===== config.mk =====
export PLATFORM = sky130hd
export DESIGN_NAME = frame_feeder
export DESIGN_NICKNAME = d
export VERILOG_FILES = /design/src/rtl/frame_feeder.sv
export SDC_FILE = /design/constraint.sdc
export NUM_CORES = 1
export LEC_CHECK = 0
export ABC_AREA = 1
export BUFFER_PORTS_ARGS = -buffer_cell sky130_fd_sc_hd__buf_2
export CORE_AREA = 3 3 115 117
export CTS_CLUSTER_DIAMETER = 60
export DETAILED_ROUTE_END_ITERATION = 12
export DIE_AREA = 0 0 118 120
export GPL_TIMING_DRIVEN = 0
export PLACE_DENSITY_LB_ADDON = 0.08
export SLEW_MARGIN = 20
export SYNTH_ARGS = -nofsm -noshare
export SYNTH_HDL_FRONTEND = slang
export SYNTH_SLANG_ARGS = --single-unit

===== constraint.sdc =====
create_clock -name clock -period 4.4 [get_ports clock]
set_input_delay 0.44 -clock clock [delete_from_list [all_inputs] [get_ports clock]]
set_output_delay 0.44 -clock clock [all_outputs]
set_load 0.05 [all_outputs]

===== src/rtl/frame_feeder.sv =====
// -----------------------------------------------------------------------------
// frame_feeder
//
// Streams one frame of 24-bit pixels from a frame memory into a downstream
// pixel FIFO. Each start request reads IMG_WIDTH*IMG_HEIGHT words in row-major
// order and writes them to the FIFO in the same order. A one-entry skid
// register holds a read return that arrives while the FIFO is full, so no
// pixel is dropped or duplicated.
//
// Ports
//   clock        : single clock, all state updates on the rising edge
//   reset        : asynchronous, active-low reset (low = in reset)
//   start        : one-cycle request to stream a frame (ignored while busy)
//   busy         : high from the cycle after an accepted start until done
//   done         : one-cycle pulse in the cycle the last pixel is written
//   mem_rd_en    : frame-memory read strobe
//   mem_addr     : frame-memory read address (row*IMG_WIDTH+col)
//   mem_rdata    : read data, valid exactly one cycle after mem_rd_en
//   out_full     : downstream FIFO full flag
//   out_wr_en    : downstream FIFO write strobe
//   out_din      : pixel {R,G,B}, bits 23:16 = R
//   frame_count  : frames completed since reset, wraps 65535 -> 0
// -----------------------------------------------------------------------------
module frame_feeder #(
    parameter int IMG_WIDTH  = 720,
    parameter int IMG_HEIGHT = 540,
    parameter int ADDR_WIDTH = 19
) (
    input  logic                  clock,
    input  logic                  reset,
    input  logic                  start,
    output logic                  busy,
    output logic                  done,
    output logic                  mem_rd_en,
    output logic [ADDR_WIDTH-1:0] mem_addr,
    input  logic [23:0]           mem_rdata,
    input  logic                  out_full,
    output logic                  out_wr_en,
    output logic [23:0]           out_din,
    output logic [15:0]           frame_count
);

    localparam int PIX_TOTAL_I = IMG_WIDTH * IMG_HEIGHT;
    // One extra bit so the read counter can hold the full pixel count even
    // when the frame exactly fills the address space.
    localparam int CNT_W = ADDR_WIDTH + 1;
    localparam int COL_W = (IMG_WIDTH > 1) ? $clog2(IMG_WIDTH) : 1;
    localparam int ROW_W = (IMG_HEIGHT > 1) ? $clog2(IMG_HEIGHT) : 1;

    localparam logic [CNT_W-1:0] PIX_TOTAL = CNT_W'(PIX_TOTAL_I);
    localparam logic [CNT_W-1:0] LAST_RD   = CNT_W'(PIX_TOTAL_I - 1);
    localparam logic [COL_W-1:0] COL_LAST  = COL_W'(IMG_WIDTH - 1);
    localparam logic [ROW_W-1:0] ROW_LAST  = ROW_W'(IMG_HEIGHT - 1);

    typedef enum logic [1:0] {
        IDLE  = 2'd0,
        RUN   = 2'd1,
        DRAIN = 2'd2
    } state_t;

    state_t state;
    state_t next_state;

    logic [CNT_W-1:0] rd_cnt;
    logic             rvalid;
    logic             skid_valid;
    logic [23:0]      skid_data;
    logic [ROW_W-1:0] row;
    logic [COL_W-1:0] col;

    logic issue;
    logic write_skid;
    logic write_direct;
    logic capture;
    logic last_write;
    logic accept;

    // State register. Reset drops straight back to IDLE, which abandons any
    // frame in progress.
    always_ff @(posedge clock or negedge reset) begin
        if (!reset) begin
            state <= IDLE;
        end else begin
            state <= next_state;
        end
    end

    // Next-state logic. RUN ends once the final address has been issued;
    // DRAIN ends on the final write. A start seen outside IDLE, including
    // the done cycle itself, is simply not looked at.
    always_comb begin
        next_state = state;
        case (state)
            IDLE:    if (start) next_state = RUN;
            RUN:     if (issue && (rd_cnt == LAST_RD)) next_state = DRAIN;
            DRAIN:   if (last_write) next_state = IDLE;
            default: next_state = IDLE;
        endcase
    end

    // Output and handshake logic. A read is only issued when the returning
    // word is guaranteed a home: the FIFO is not full now and the skid
    // register is empty. The skid register always drains before a direct
    // write so ordering is preserved. out_din only passes mem_rdata when the
    // registered rvalid says the data is real.
    always_comb begin
        issue        = (state == RUN) && !out_full && !skid_valid && (rd_cnt < PIX_TOTAL);
        write_skid   = skid_valid && !out_full;
        write_direct = rvalid && !out_full && !skid_valid;
        capture      = rvalid && !write_direct;
        last_write   = (write_skid || write_direct) && (row == ROW_LAST) && (col == COL_LAST);
        accept       = (state == IDLE) && start;

        busy      = (state != IDLE);
        done      = (state == DRAIN) && last_write;
        mem_rd_en = issue;
        out_wr_en = write_skid || write_direct;
        out_din   = 24'h0;
        if (write_skid) begin
            out_din = skid_data;
        end else if (write_direct) begin
            out_din = mem_rdata;
        end
    end

    // Read side: counter of issued reads, the address presented to memory,
    // and the one-cycle-delayed valid that marks mem_rdata as meaningful.
    // The address returns to 0 after the last read so it never points past
    // the end of the frame.
    always_ff @(posedge clock or negedge reset) begin
        if (!reset) begin
            rd_cnt   <= '0;
            mem_addr <= '0;
            rvalid   <= 1'b0;
        end else begin
            rvalid <= issue;
            if (accept) begin
                rd_cnt   <= '0;
                mem_addr <= '0;
            end else if (issue) begin
                rd_cnt <= rd_cnt + CNT_W'(1);
                if (rd_cnt == LAST_RD) begin
                    mem_addr <= '0;
                end else begin
                    mem_addr <= mem_addr + ADDR_WIDTH'(1);
                end
            end
        end
    end

    // Skid register: catches a read return the FIFO cannot take this cycle
    // and empties as soon as the FIFO has room.
    always_ff @(posedge clock or negedge reset) begin
        if (!reset) begin
            skid_valid <= 1'b0;
            skid_data  <= 24'h0;
        end else if (capture) begin
            skid_valid <= 1'b1;
            skid_data  <= mem_rdata;
        end else if (write_skid) begin
            skid_valid <= 1'b0;
        end
    end

    // Row/column of the next pixel to be written. They also tell us which
    // write is the last one of the frame, and both fall back to 0 there.
    always_ff @(posedge clock or negedge reset) begin
        if (!reset) begin
            row <= '0;
            col <= '0;
        end else if (out_wr_en) begin
            if (col == COL_LAST) begin
                col <= '0;
                if (row == ROW_LAST) begin
                    row <= '0;
                end else begin
                    row <= row + ROW_W'(1);
                end
            end else begin
                col <= col + COL_W'(1);
            end
        end
    end

    // Completed-frame counter, bumped on the done pulse and free to wrap.
    always_ff @(posedge clock or negedge reset) begin
        if (!reset) begin
            frame_count <= 16'h0;
        end else if (done) begin
            frame_count <= frame_count + 16'd1;
        end
    end

endmodule

# Yosys cells after proc, flatten, opt, wreduce, memory -nomap -nowiden
# Index checks and enable logic that the tools add are counted.
totals:
  reg_bits: 103
  input_bits: 28
  wordCells: 60
op_classes:
  n_addsub: 5
  n_lt_le_gt_ge: 1
  eq_ne: 8
  mux: 15
  n_reduce_logical: 22
op_table:
  columns: ["cell", "count"]
  rows:
  - ["$mux W19", 3]
  - ["$mux W24", 2]
  - ["$mux W20", 2]
  - ["$add A10 B1 Y10 const B", 2]
  - ["$add A20 B1 Y20 const B", 1]
  - ["$eq A10 B10 Y1 const B", 2]
  - ["$eq A20 B19 Y1 const B", 1]
  - ["$lt A20 B19 Y1 const B", 1]
  - ["$mux W10", 2]
  - ["$add A19 B1 Y19 const B", 1]
  - ["$add A16 B1 Y16 const B", 1]
  - ["$logic_and A1 B1 Y1", 12]
  - ["$mux W2", 3]
  - ["$ne A2 B2 Y1 const B", 3]
  - ["$pmux W2 S3", 1]
  - ["$reduce_bool A2 Y1", 3]
  - ["$logic_not A1 Y1", 3]
  - ["$reduce_and A3 Y1", 1]
  - ["$eq A2 B1 Y1 const B", 1]
  - ["$eq A2 B2 Y1 const B", 1]
  - ["$logic_not A2 Y1", 1]
  - ["$mux W1", 2]
  - ["$reduce_and A2 Y1", 1]
  - ["$logic_or A1 B1 Y1", 1]

# Logic depth before layout (Yosys ltp)
# Gate-level depths: netlist of the first run.
depth:
  word_depth: 8
  mapped_depth: 12

# Worst setup path after synthesis of the first run
# Ideal clock, no wire load.
synth_timing:
  kind: "register to output"
  startpoint: "register skid_valid"
  endpoint: "output out_din[10]"
  t_arrival_ps: 1967
  t_required_ps: 3960
  setup_slack_ps: 1993
  path_stages_with_launch: 6
  n_path_buf: 2
  path_cell_list: "dfrtp_1 > buf_2 > inv_2 > nand3_1 > clkbuf_1 > o21ai_0"
synth_via:
  elab_chain_len: 4
  word_cells_on_any_way: 5
synth_rtl:
  columns: ["item", "line_no", "text"]
  rows:
  - ["start, declared", "66", "logic skid_valid;"]
  - ["start signal, assigned", "155", "skid_valid <= 1'b0;"]
  - ["start signal, assigned", "158", "skid_valid <= 1'b1;"]
  - ["start signal, assigned", "161", "skid_valid <= 1'b0;"]
  - ["$logic_not A1 Y1", "109", "write_direct = rvalid && !out_full && !skid_valid;"]
  - ["$logic_and A1 B1 Y1", "109", null]
  - ["$mux W24", "121", "end else if (write_direct) begin"]
  - ["$mux W24 *", "119", "if (write_skid) begin"]
  - ["end, declared", "39", "output logic [23:0] out_din,"]
# Mark *: on every way between the ends. The rest lies on a longest branch, timed or not.

# Final worst setup path of the first run
layout_timing:
  startpoint: "register skid_valid"
  endpoint: "output mem_rd_en"
layout_via:
  elab_chain_len: 3
layout_rtl:
  columns: ["item", "line_no", "text"]
  rows:
  - ["$logic_not A1 Y1", "107", "issue = (state == RUN) && !out_full && !skid_valid && (rd_cnt < PIX_TOTAL);"]
  - ["$logic_and A1 B1 Y1 (2 in series)", "107", null]
  - ["end, declared", "34", "output logic mem_rd_en,"]
# No other way between the ends.

==> summary.txt, run 1 <==
Run status
  • Status: finished clean

GRT
  • Vias in the first global route: 5340
  • Total GRT Usage: 22.15%
  • First-pass GRT wire length: 25.79 mm
  • Largest net degree at the start of global routing: between 50 and 60
  • Initial antenna violation count: 0
  • Grt ovf: 0

Finish
  • Final nets: a little under 1000
  • Commonest non-fill, non-tap cell in the layout: nand2_1
  • Fill cell count: between 1000 and 1500
  • Design Area, Final: 7063 um^2
  • Syn-to-layout area delta: 16.20%
  • N_diodes: 0
  • Most frequent cells in the layout: 234 x nand2_1, 103 x dfrtp_1, 98 x nor2_1, 98 x buf_2, 93 x nand3_1
  • Fraction of final layout cells sized beyond drive strength 1: around 14%

Detailed routing
  • Via-to-Cell Ratio: 5.081
  • ANT nets after route: 0
  • DRC viols: 0
  • Wire per inst: about 14 um
  • Iter 0 DRT Violations: 481
  • Detailed Route WL: 15.36 mm
  • Detailed Routing Iterations Pass 1: 5
  • DR vias: 5762

Clock tree
  • Clk buf depth: 2
  • CTS tree: done
  • PostCTS Resize Cnt: 0
  • Clock sink count: 103
  • Hold-fix buffers, CTS: 0
  • CTS clk-pin slew, worst paths: around 0.070 ns
  • CTS Buf Count: 9
  • Root Driver: clkbuf_16
  • Clk_lat worst skew: 0.35 ns
  • Depth of the CTS H-tree: 3
  • Postcts setup bufs: 0

Yosys
  • Compound-Gate Fraction of Synth Area: 8.625%
  • Syn avg cell area: 7.109 um^2
  • Cell Area, Synth: between 6000 and 7000 um^2
  • Yosys reg bits: 103
  • Sequential-to-total area share from yosys stat: 42.40%
  • Post-synthesis mux area share: 0%
  • Main combinational cell family by area after synthesis: simple AND/OR/NAND/NOR gates
  • Adder-cell share of the synthesized area: 1.029%
  • Post-Synthesis Net Count: 888
  • Simple-gate share of the synthesized area: 35.53%
  • XOR/XNOR Fraction of Synth Area: 4.323%
  • Yosys warns: 0
  • Yosys cell types: 33
  • Cells after Synth: 855

Timing
  • Hold Fails Final Rpt: 0
  • Slew @ Worst Pin: 0.5727 ns
  • Post-route setup TNS: 0 ns
  • Final cycle utilization of the critical path: 60.66%
  • FMAX: 0.3746 GHz
  • Worst rel slew slack: roughly three fifths
  • # setup viols final: 0
  • Max-slew violation count: 0
  • Clock Skews: 0.01012 ns
  • Tmin final: 2.669 ns
  • RSZ-0062 raised after global routing: false

Floorplanning
  • Die area: 14160 um^2
  • Die Width: 118 um
  • Starting Density: 48.76%
  • Die Y: 120 um
  • Core area: 12470 um^2
  • Num ports: 91
  • Rows: about 40

Place
  • Port bufs: 90
  • Placed instance area: 6778 um^2
  • DP Wirelength: around 11 mm
  • Final GP Congestion: between 0.9 and 1

Min path
  • Worst min path class: in -> async

Critical path
  • Worst EP arrival: 2.23 ns
  • Worst EP required: 3.96 ns
  • CP Capture Type: output pin
  • CP Launch Type: register
  • Critical path type: reg -> out
  • Crit-path max FO: 11

Pwr
  • Static Leak: 3.493 nW
  • Max IR drop VDD: 0.0002167 V
  • Pwr dens: 414.8 nW/um^2

Flow run
  • Max_cap viols: 0
-- state kept, by name (all words and copies together) (netlist names) --
signal / cells
rvalid: 1
row: 10
rd_cnt: 20
col: 10
skid_valid: 1
state: 2
frame_count: 16
skid_data: 24
mem_addr: 19
-- layout make-up --
class / count / area [um^2] / area share [%]
inverters: 97 / 364.1 / 5.155
flip-flops and latches: 103 / 2577 / 36.49
clock inverters: 3 / 25.02 / 0.3543
multi-input cells: 628 / 3009 / 42.60
clock buffers: 13 / 260.3 / 3.685
repair buffers: 91 / 484.2 / 6.856
well taps: 172 / 215.2 / 3.047
plain buffers: 27 / 127.6 / 1.807
-- worst max-delay path, stage by stage, from the launching register on --
cell     delay [ns]
dfrtp_1        0.35
buf_2          0.17
inv_2          0.07
nand2_1        0.08
nor2_1         0.14
nand2_1        0.06
nor2_1         0.12
nand2_2        0.15
inv_1          0.12
buf_2          0.28
buf_2          0.32
-- path summary, 6_finish.rpt --
path | startpoint | end | slack [ns] | depth (start not counted)
max | skid_valid | mem_rd_en | 1.73 | 10
min | reset | col[0] | 0.008 | 1
max reg2reg | row[0] | frame_count[3] | 2.25 | 9
min reg2reg | skid_data[5] | skid_data[5] | 0.49 | 2
max in group asynchronous | reset | mem_addr[6] | 3.75 | 2
min in group clock | mem_rdata[6] | skid_data[6] | 0.35 | 3
-- power breakdown --
| group | internal, mW | total, mW | switching (mW) |
|---|---|---|---|
| logic | 0.227 | 0.836 | 0.609 |
| clock network | 0.418 | 0.768 | 0.349 |
| registers | 1.14 | 1.33 | 0.187 |
-- cell usage after synthesis --
cell type	instances	share of area [%]
nand2_4	1	0.19
and2_1	1	0.10
o21ai_1	2	0.16
nand3_1	93	7.7
o22ai_1	1	0.10
o31ai_1	1	0.12
a21oi_1	12	0.99
xor2_1	23	3.3
nand3b_1	4	0.49
ha_1	5	1.0
nor3_1	17	1.4
nand3_2	1	0.16
buf_6	2	0.37
nor2_2	2	0.21
inv_2	6	0.37
clkbuf_1	15	0.93
nor3_4	2	0.54
o21a_1	1	0.12
nor3b_1	2	0.25
nand2_2	3	0.31
nor3_2	2	0.33
buf_1	1	0.062
xnor2_1	7	1.0
nor2_1	98	6.1
inv_1	91	5.6
nand4_2	1	0.21
o21bai_1	5	0.62
dfrtp_1	103	42
nand2_1	234	14
nand4_1	28	2.9
o21ai_0	79	6.5
buf_2	9	0.74
nor4_1	3	0.31
-- metal layers --
metal | GRT usage, % | vias to the layer above | wire, um
met1 | 31.29 | 2677 | 7519
met5 | 0 | - | 0
li1 | - | 2977 | -
met2 | 35.29 | 97 | 7205
met3 | 2.922 | 11 | 452
met4 | 7.766 | 0 | 181
-- metrics by stage --
step / power, mW / std cells / hold slack (ns) / utilization [%] / setup WS, ns
floorplan: 1.922 / 855 / 0.1444 / - / 1.993
global placement: 2.163 / 1117 / 0.4706 / 54.10 / 1.717
detailed placement: 2.179 / 1118 / 0.4031 / 54.37 / 1.947
CTS: 2.954 / 1134 / 0.02429 / 56.66 / 1.715
global route: 3.107 / 1134 / 0.03628 / 56.66 / 1.505
finish: 2.929 / 1134 / 0.008225 / 56.66 / 1.731
-- logic make-up after synthesis --
group           Yosys count
fa+ha+maj                 5
simple gates            492
xor+xnor                 30
flops                   103
compound gates          101
buf+inv                 124
(Power assumes the default switching activity.)
==> inputs of run 2 (changes only) <==
Settings changed: ABC_AREA 1 to 0, CORE_AREA 3 3 115 117 to 3 3 107 109, DIE_AREA 0 0 118 120 to 0 0 110 112.
Clock period 4.4 ns to 2.74 ns, I/O delays scaled along.
==> summary.txt, run 2 <==
Clock tree
  • Clk_lat worst skew: 0.36 ns (was 0.35 ns)
  • CTS Buf Count: 9 (unchanged)
  • Clk buf depth: 2 (unchanged)
  • CTS tree: done (unchanged)
  • Postcts setup bufs: 0 (unchanged)
  • Root Driver: clkbuf_8 (was clkbuf_16)
  • Depth of the CTS H-tree: 3 (unchanged)
  • Clock sink count: 103 (unchanged)
  • CTS clk-pin slew, worst paths: 0.09 ns (was 0.07 ns)

Finish
  • Final nets: 639 (was 990)
  • Most frequent cells in the layout: 103 x dfrtp_1, 89 x buf_2, 47 x nor2_1 (was 234 x nand2_1, 103 x dfrtp_1, 98 x nor2_1, 98 x buf_2, 93 x nand3_1)
  • Largest reg by FF count: skid_data (unchanged)
  • N_diodes: 0 (unchanged)
  • Commonest non-fill, non-tap cell in the layout: dfrtp_1 (was nand2_1)
  • Number of flip-flops in the largest register: 24 (unchanged)
  • Fraction of final layout cells sized beyond drive strength 1: 25.04% (was 13.93%)
  • Cell Count, Final, Fillers Out: 751 (was 1134)
  • Syn-to-layout area delta: 17.21% (was 16.20%)
  • Design Area, Final: 6143 um^2 (was 7063 um^2)
  • Largest regs: skid_data x24, rd_cnt x20, mem_addr x19 (unchanged)

GRT
  • Total GRT Usage: 19.39% (was 22.15%)
  • Vias in the first global route: 4135 (was 5340)
  • Initial antenna violation count: 0 (unchanged)
  • Largest net degree at the start of global routing: 68 (was 59)
  • First-pass GRT wire length: 19.48 mm (was 25.79 mm)
  • Grt ovf: 0 (unchanged)

Yosys
  • Post-synth top area cell: dfrtp_1 (unchanged)
  • Synth Flop Type: dfrtp_1 (unchanged)
  • Cells after Synth: 503 (was 855)
  • Synth top area share: 49.18% (was 42.40%)
  • Yosys warns: 0 (unchanged)
  • FFs w/ async S/R, synth: 100.0% (unchanged)
  • Count leader, synth: dfrtp_1 (was nand2_1)
  • Post-Synthesis Net Count: 536 (was 888)
  • Number of synthesized flops with an enable pin: 0 (unchanged)
  • Syn avg cell area: 10.42 um^2 (was 7.109 um^2)
  • Sequential-to-total area share from yosys stat: 49.18% (was 42.40%)
  • Yosys reg bits: 103 (unchanged)
  • Top cells by area, synth: dfrtp_1 49%, mux2_2 5.8%, a22o_1 5.2%, xnor2_1 4.2%, nor2_1 3.4% (was dfrtp_1 42%, nand2_1 14%, nand3_1 7.7%, o21ai_0 6.5%, nor2_1 6.1%)
  • Post-synth top cells: 103 x dfrtp_1, 47 x nor2_1, 32 x nand2_1 (was 234 x nand2_1, 103 x dfrtp_1, 98 x nor2_1)
  • Yosys cell types: 57 (was 33)
  • Cell Area, Synth: 5241 um^2 (was 6078 um^2)

Critical path
  • R2R depth: 7 (was 9)
  • Worst r2r dst: frame_count[13] (was frame_count[3])
  • CP Capture Type: register (was output pin)
  • Worst EP required: 3.02 ns (was 3.96 ns)
  • CP Launch Type: register (unchanged)
  • Crit-path max FO: 7 (was 11)
  • Worst reg-to-reg setup slack: 0.12 ns (was 2.25 ns)
  • Worst EP arrival: 2.90 ns (was 2.23 ns)
  • R2R Path Start: row[0] (unchanged)
  • Critical path type: reg -> reg (was reg -> out)

Timing
  • FMAX: around 0.38 GHz
  • Final cycle utilization of the critical path: 95.46%
  • Tmin final: between 2 and 3 ns
  • # setup viols final: 0 (unchanged)
  • Max-slew violation count: 0 (unchanged)
  • RSZ-0062 raised after global routing: false (unchanged)
  • Worst rel slew slack: 42.55% (was 61.56%)
  • Post-route setup TNS: 0 ns (unchanged)
  • Hold Fails Final Rpt: 0 (unchanged)
  • Clock Skews: 0.01042 ns (was 0.01012 ns)
  • Slew @ Worst Pin: 0.8566 ns (was 0.5727 ns)

Detailed routing
  • ANT nets after route: 0 (unchanged)
  • Via-to-Cell Ratio: 5.607 (was 5.081)
  • Iter 0 DRT Violations: 225 (was 481)
  • Detailed Routing Iterations Pass 1: 4 (was 5)
  • DR vias: 4211 (was 5762)
  • Detailed Route WL: 11.13 mm (was 15.36 mm)
  • DRC viols: 0 (unchanged)
  • Wire per inst: 14.82 um (was 13.54 um)

Pwr
  • Static Leak: 2.850 nW (was 3.493 nW)
  • Max IR drop VDD: 0.0005313 V (was 0.0002167 V)
  • Pwr dens: 649.7 nW/um^2 (was 414.8 nW/um^2)

Place
  • Final GP Congestion: 0.8015 (was 0.9315)
  • Cells after DPL: 734 (was 1118)
  • DP Wirelength: 8.034 mm (was 11.30 mm)
  • Placed instance area: 5906 um^2 (was 6778 um^2)
  • Port bufs: 90 (unchanged)

Floorplanning
  • Rows: 38 (was 41)
  • Core area: 10700 um^2 (was 12470 um^2)
  • Die area: 12320 um^2 (was 14160 um^2)
  • Num ports: 91 (unchanged)
  • Die Width: 110 um (was 118 um)
  • Die Y: 112 um (was 120 um)
  • Starting Density: 48.99% (was 48.76%)

Min path
  • Hold Path Stages: 2
  • Hold_sp: mem_rdata[16]
  • Hold Crit Endpoint: skid_data[16]
  • Worst min path class: in -> reg (was in -> async)

Run status
  • Status: finished clean (unchanged)

Flow run
  • Max_cap viols: 0 (unchanged)
run 2: layer usage:
layer	GRT usage, %	vias up	wire length [um]
met5	0	-	0
met4	6.484	0	162
met3	2.841	13	345
met2	31.31	58	5487
met1	26.65	2076	5137
li1	-	2064	-
run 2: critical path, cell delays in order (launching register included):
cell and delay, ns:
dfrtp_1 0.38, ha_1 0.24, or4bb_1 0.47, or3_4 0.43, or4_4 0.52, buf_6 0.16
nor3_2 0.16, xor2_1 0.18
run 2: final cells by class:
type	instances	area, um^2
multi-input combinational	365	2575
inverter	13	48.80
tap	140	175.2
clock buffer	12	155.1
sequential	103	2577
buffer	22	91.34
fill	974	4554
timing repair buffer	92	500.5
clock inverter	4	20.02
run 2: where the power goes:
part           leakage (nW)  switching, mW  internal, mW
logic                  1.41          0.734         0.395
clock network        0.0959          0.508         0.375
registers              1.34          0.212          1.77
run 2: worst max-delay path by stage:
stage | from | endpoint | slack [ns] | cells past startpoint
finish | row[0] | frame_count[13] | 0.12 | 7
global route | row[0] | frame_count[13] | 0.005 | 7
CTS | row[0] | done | 0.004 | 5
detailed placement | out_full | mem_rd_en | 0.09 | 6
global placement | out_full | mem_rd_en | 0.11 | 6
floorplan | rd_cnt[18] | state[0] | 0.04 | 6
run 2: cells by family (layout without fill, tap and decap cells):
kind of cell	after synthesis	after routing	share of synthesized area, %
simple gates	182	182	18.52
xor+xnor	41	41	6.851
fa+ha+maj	6	6	1.385
compound gates	106	106	15.02
mux	30	30	6.374
buf+inv	35	143	2.674
flops	103	103	49.18
run 2: metrics by stage:
stage                     hold WS, ns  setup slack (ns)  utilization (%)  power, mW
final                          0.1578            0.1245            57.43      3.991
after global routing           0.1415          0.004854            57.43      4.229
after global placement         0.4516            0.1115            54.89      3.098
after detailed placement       0.2062           0.09273            55.20      3.143
after floorplan              -0.02159           0.04252                -      2.835
after CTS                      0.1302          0.003924            57.06      4.044
run 2: what timing repair did:
action / CTS / global route
hold endpoints to repair: 36 / 0
hold buffers: 1 / 0
gates resized for setup: 3 / 7
setup endpoints to repair: 2 / 21
==> inputs of run 3 (changes only) <==
Settings changed: ABC_AREA 0 to 1, CORE_AREA 3 3 107 109 to 3 3 115 117, DIE_AREA 0 0 110 112 to 0 0 118 120, PLACE_DENSITY from default to 0.81, PLACE_DENSITY_LB_ADDON 0.08 to default.
==> summary.txt, run 3 (synthesized netlist as in run 1, its figures left out) <==
Critical path
  • Worst reg-to-reg setup slack: 0.53 ns (was 0.12 ns)
  • CP Capture Type: output pin (was register)
  • Worst path slowest cell: dfrtp_1 (was or4_4)
  • Crit-path most repeated cell: nor2_1
  • Critical path type: reg -> out (was reg -> reg)
  • CP cell instances: buf_2, o21ai_1, nor2_1, inv_1, nor2_1, nand2_1, nor2_1, buf_2 (was ha_1, or4bb_1, or3_4, or4_4, buf_6, nor3_2, xor2_1)
  • Worst EP arrival: 2.26 ns (was 2.90 ns)
  • Slowest stage delay, CP: 0.33 ns (was 0.52 ns)
  • Worst EP required: 2.47 ns (was 3.02 ns)
  • Family with the most delay on the worst path: simple AND/OR/NAND/NOR gates (unchanged)
  • CP Launch Type: register (unchanged)
  • Crit-path max FO: 9 (was 7)
  • Critical path buffers and inverters: 3 (was 1)

Pwr
  • Int Pwr: 2.961 mW (was 2.537 mW)
  • Gate power share: 28.0% (was 28.3%)
  • Sequential power share: 43.9% (was 49.6%)
  • Static Leak: 3.510 nW (was 2.850 nW)
  • Max IR drop VDD: 0.0003393 V (was 0.0005313 V)
  • Sw frac: 38.70% (was 36.43%)
  • NetSw: 1.869 mW (was 1.454 mW)
  • Pwr dens: 680.0 nW/um^2 (was 649.7 nW/um^2)
  • Clock power frac: 28.1% (was 22.1%)

GRT
  • First-pass GRT wire length: 25.56 mm (was 19.48 mm)
  • Largest net degree at the start of global routing: 71 (was 68)
  • Global-route track usage on met3: 5.372% (was 2.841%)
  • Total GRT Usage: 21.79% (was 19.39%)
  • M1 GR Usage: 28.89% (was 26.65%)
  • Initial antenna violation count: 0 (unchanged)
  • Vias in the first global route: 5528 (was 4135)
  • Grt ovf: 0 (unchanged)
  • GR peak layer: met2 (unchanged)
  • Met2 Track Usage GR: 35.14% (was 31.31%)

Finish
  • Largest regs: skid_data x24, rd_cnt x20, mem_addr x19 (unchanged)
  • Commonest non-fill, non-tap cell in the layout: nand2_1 (was dfrtp_1)
  • Largest reg by FF count: skid_data (unchanged)
  • Final nets: 991 (was 639)
  • Syn-to-layout area delta: 16.86% (was 17.21%)
  • Fill cell count: 1166 (was 974)
  • Storage cell area: 2577 um^2 (unchanged)
  • N_diodes: 0 (unchanged)
  • Final Core Density: 56.98% (was 57.43%)
  • Multi-input logic area: 3009 um^2 (was 2575 um^2)
  • Number of flip-flops in the largest register: 24 (unchanged)
  • Fraction of final layout cells sized beyond drive strength 1: 14.12% (was 25.04%)
  • Most frequent cells in the layout: 234 x nand2_1, 103 x dfrtp_1, 98 x nor2_1, 98 x buf_2, 93 x nand3_1 (was 103 x dfrtp_1, 89 x buf_2, 47 x nor2_1)

Floorplanning
  • Core area: 12470 um^2 (was 10700 um^2)
  • Die area: 14160 um^2 (was 12320 um^2)
  • Die Y: 120 um (was 112 um)
  • Rows: 41 (was 38)
  • Num ports: 91 (unchanged)
  • Die Width: 118 um (was 110 um)
  • Starting Density: 48.76% (was 48.99%)

Timing
  • Fin Hold WS: 0.1708 ns (was 0.1578 ns)
  • Slew @ Worst Pin: 0.5727 ns (was 0.8566 ns)
  • RSZ-0062 raised after global routing: false (unchanged)
  • Clock Skews: 0.008125 ns (was 0.01042 ns)
  • Post-route setup TNS: 0 ns (unchanged)
  • Tmin final: 2.533 ns (was 2.616 ns)
  • FMAX: 0.3947 GHz (was 0.3823 GHz)
  • Hold Fails Final Rpt: 0 (unchanged)
  • # setup viols final: 0 (unchanged)
  • Worst rel slew slack: 61.56% (was 42.55%)
  • Max-slew violation count: 0 (unchanged)
  • Fin worst setup slack: 0.2066 ns (was 0.1245 ns)
  • Final cycle utilization of the critical path: 92.46% (was 95.46%)

Min path
  • Worst min path class: in -> reg (unchanged)

Detailed routing
  • Detailed Routing Iterations Pass 1: 5 (was 4)
  • DR vias: 5976 (was 4211)
  • Iter 0 DRT Violations: 727 (was 225)
  • Via-to-Cell Ratio: 5.265 (was 5.607)
  • DRC viols: 0 (unchanged)
  • Detailed Route WL: 15.13 mm (was 11.13 mm)
  • ANT nets after route: 0 (unchanged)
  • Wire per inst: 13.33 um (was 14.82 um)

Clock tree
  • CTS Buf Count: 9 (unchanged)
  • Hold-fix buffers, CTS: 1 (unchanged)
  • CTS tree: done (unchanged)
  • CTS clk-pin slew, worst paths: 0.07 ns (was 0.09 ns)
  • Clk_lat worst skew: 0.36 ns (about the same)
  • PostCTS Resize Cnt: 0 (was 3)
  • Clk buf depth: 2 (unchanged)
  • Postcts setup bufs: 0 (unchanged)
  • Depth of the CTS H-tree: 3 (unchanged)
  • Root Driver: clkbuf_16 (was clkbuf_8)
  • Clock sink count: 103 (unchanged)

Place
  • DP Wirelength: 11.11 mm (was 8.034 mm)
  • Final GP Congestion: 0.9209 (was 0.8015)
  • Port bufs: 90 (unchanged)
  • Pre-CTS setup slack: 0.5273 ns (was 0.09273 ns)

Flow run
  • Max_cap viols: 0 (unchanged)

Run status
  • Status: finished clean (unchanged)
run 3: changes by cell type in the layout (fill, tap and decap cells not counted), sizes merged, moves of 10 or more:
cell / before / now
nand2: 32 / 238
inv: 13 / 99
nand3: 23 / 94
o21ai: 17 / 81
nor2: 47 / 100
a22o: 31 / 0
mux2: 27 / 0
nand4: 10 / 29
xnor2: 25 / 7
and3: 10 / 0
run 3: cell type report:
type                    count  share of cell area, %
flip-flops and latches    103                  36.29
repair buffers             92                  6.958
clock inverters             5                 0.8807
well taps                 172                  3.030
clock buffers              11                  3.558
multi-input cells         628                  42.36
inverters                  97                  5.126
plain buffers              27                  1.797
run 3: power by group through the flow:
stage / clock network (mW) / logic (mW) / registers (mW)
final: 1.36 / 1.35 / 2.12
after global placement: 0 / 1.31 / 2.12
after floorplan: 0 / 0.878 / 2.21
after global routing: 1.44 / 1.51 / 2.15
after detailed placement: 0 / 1.35 / 2.13
after CTS: 1.39 / 1.36 / 2.11
run 3: path summary, 6_finish.rpt:
path / from / endpoint / depth (start not counted)
setup / recovery: skid_valid / done / 8
hold / removal: mem_rdata[10] / skid_data[10] / 3
setup reg to reg: row[0] / frame_count[3] / 9
hold reg to reg: skid_data[11] / skid_data[11] / 2
max in group asynchronous: reset / mem_addr[5] / 3
min in group asynchronous: reset / col[4] / 2
run 3: worst reg2reg max path, stage by stage, from the launching register on:
cell,delay (ns)
dfrtp_1,0.45
ha_1,0.24
inv_2,0.07
nor3_2,0.20
nand3_2,0.22
nor3_4,0.49
nand2_4,0.14
buf_6,0.18
nand2_1,0.05
nand2_1,0.05
run 3: stage by stage:
step / std cells / power (mW) / area (um^2)
after floorplan: 855 / 3.087 / 6078
after global placement: 1117 / 3.435 / 6744
after detailed placement: 1118 / 3.483 / 6778
after CTS: 1135 / 4.855 / 7103
after global routing: 1135 / 5.107 / 7103
final: 1135 / 4.830 / 7103
run 3: metal layers:
layer / up-vias / wire (um) / share of wire (%)
met5: - / 0 / 0
met4: 0 / 327 / 2.2
met3: 29 / 834 / 5.5
met2: 192 / 7254 / 48
met1: 2780 / 6717 / 44
li1: 2975 / - / -
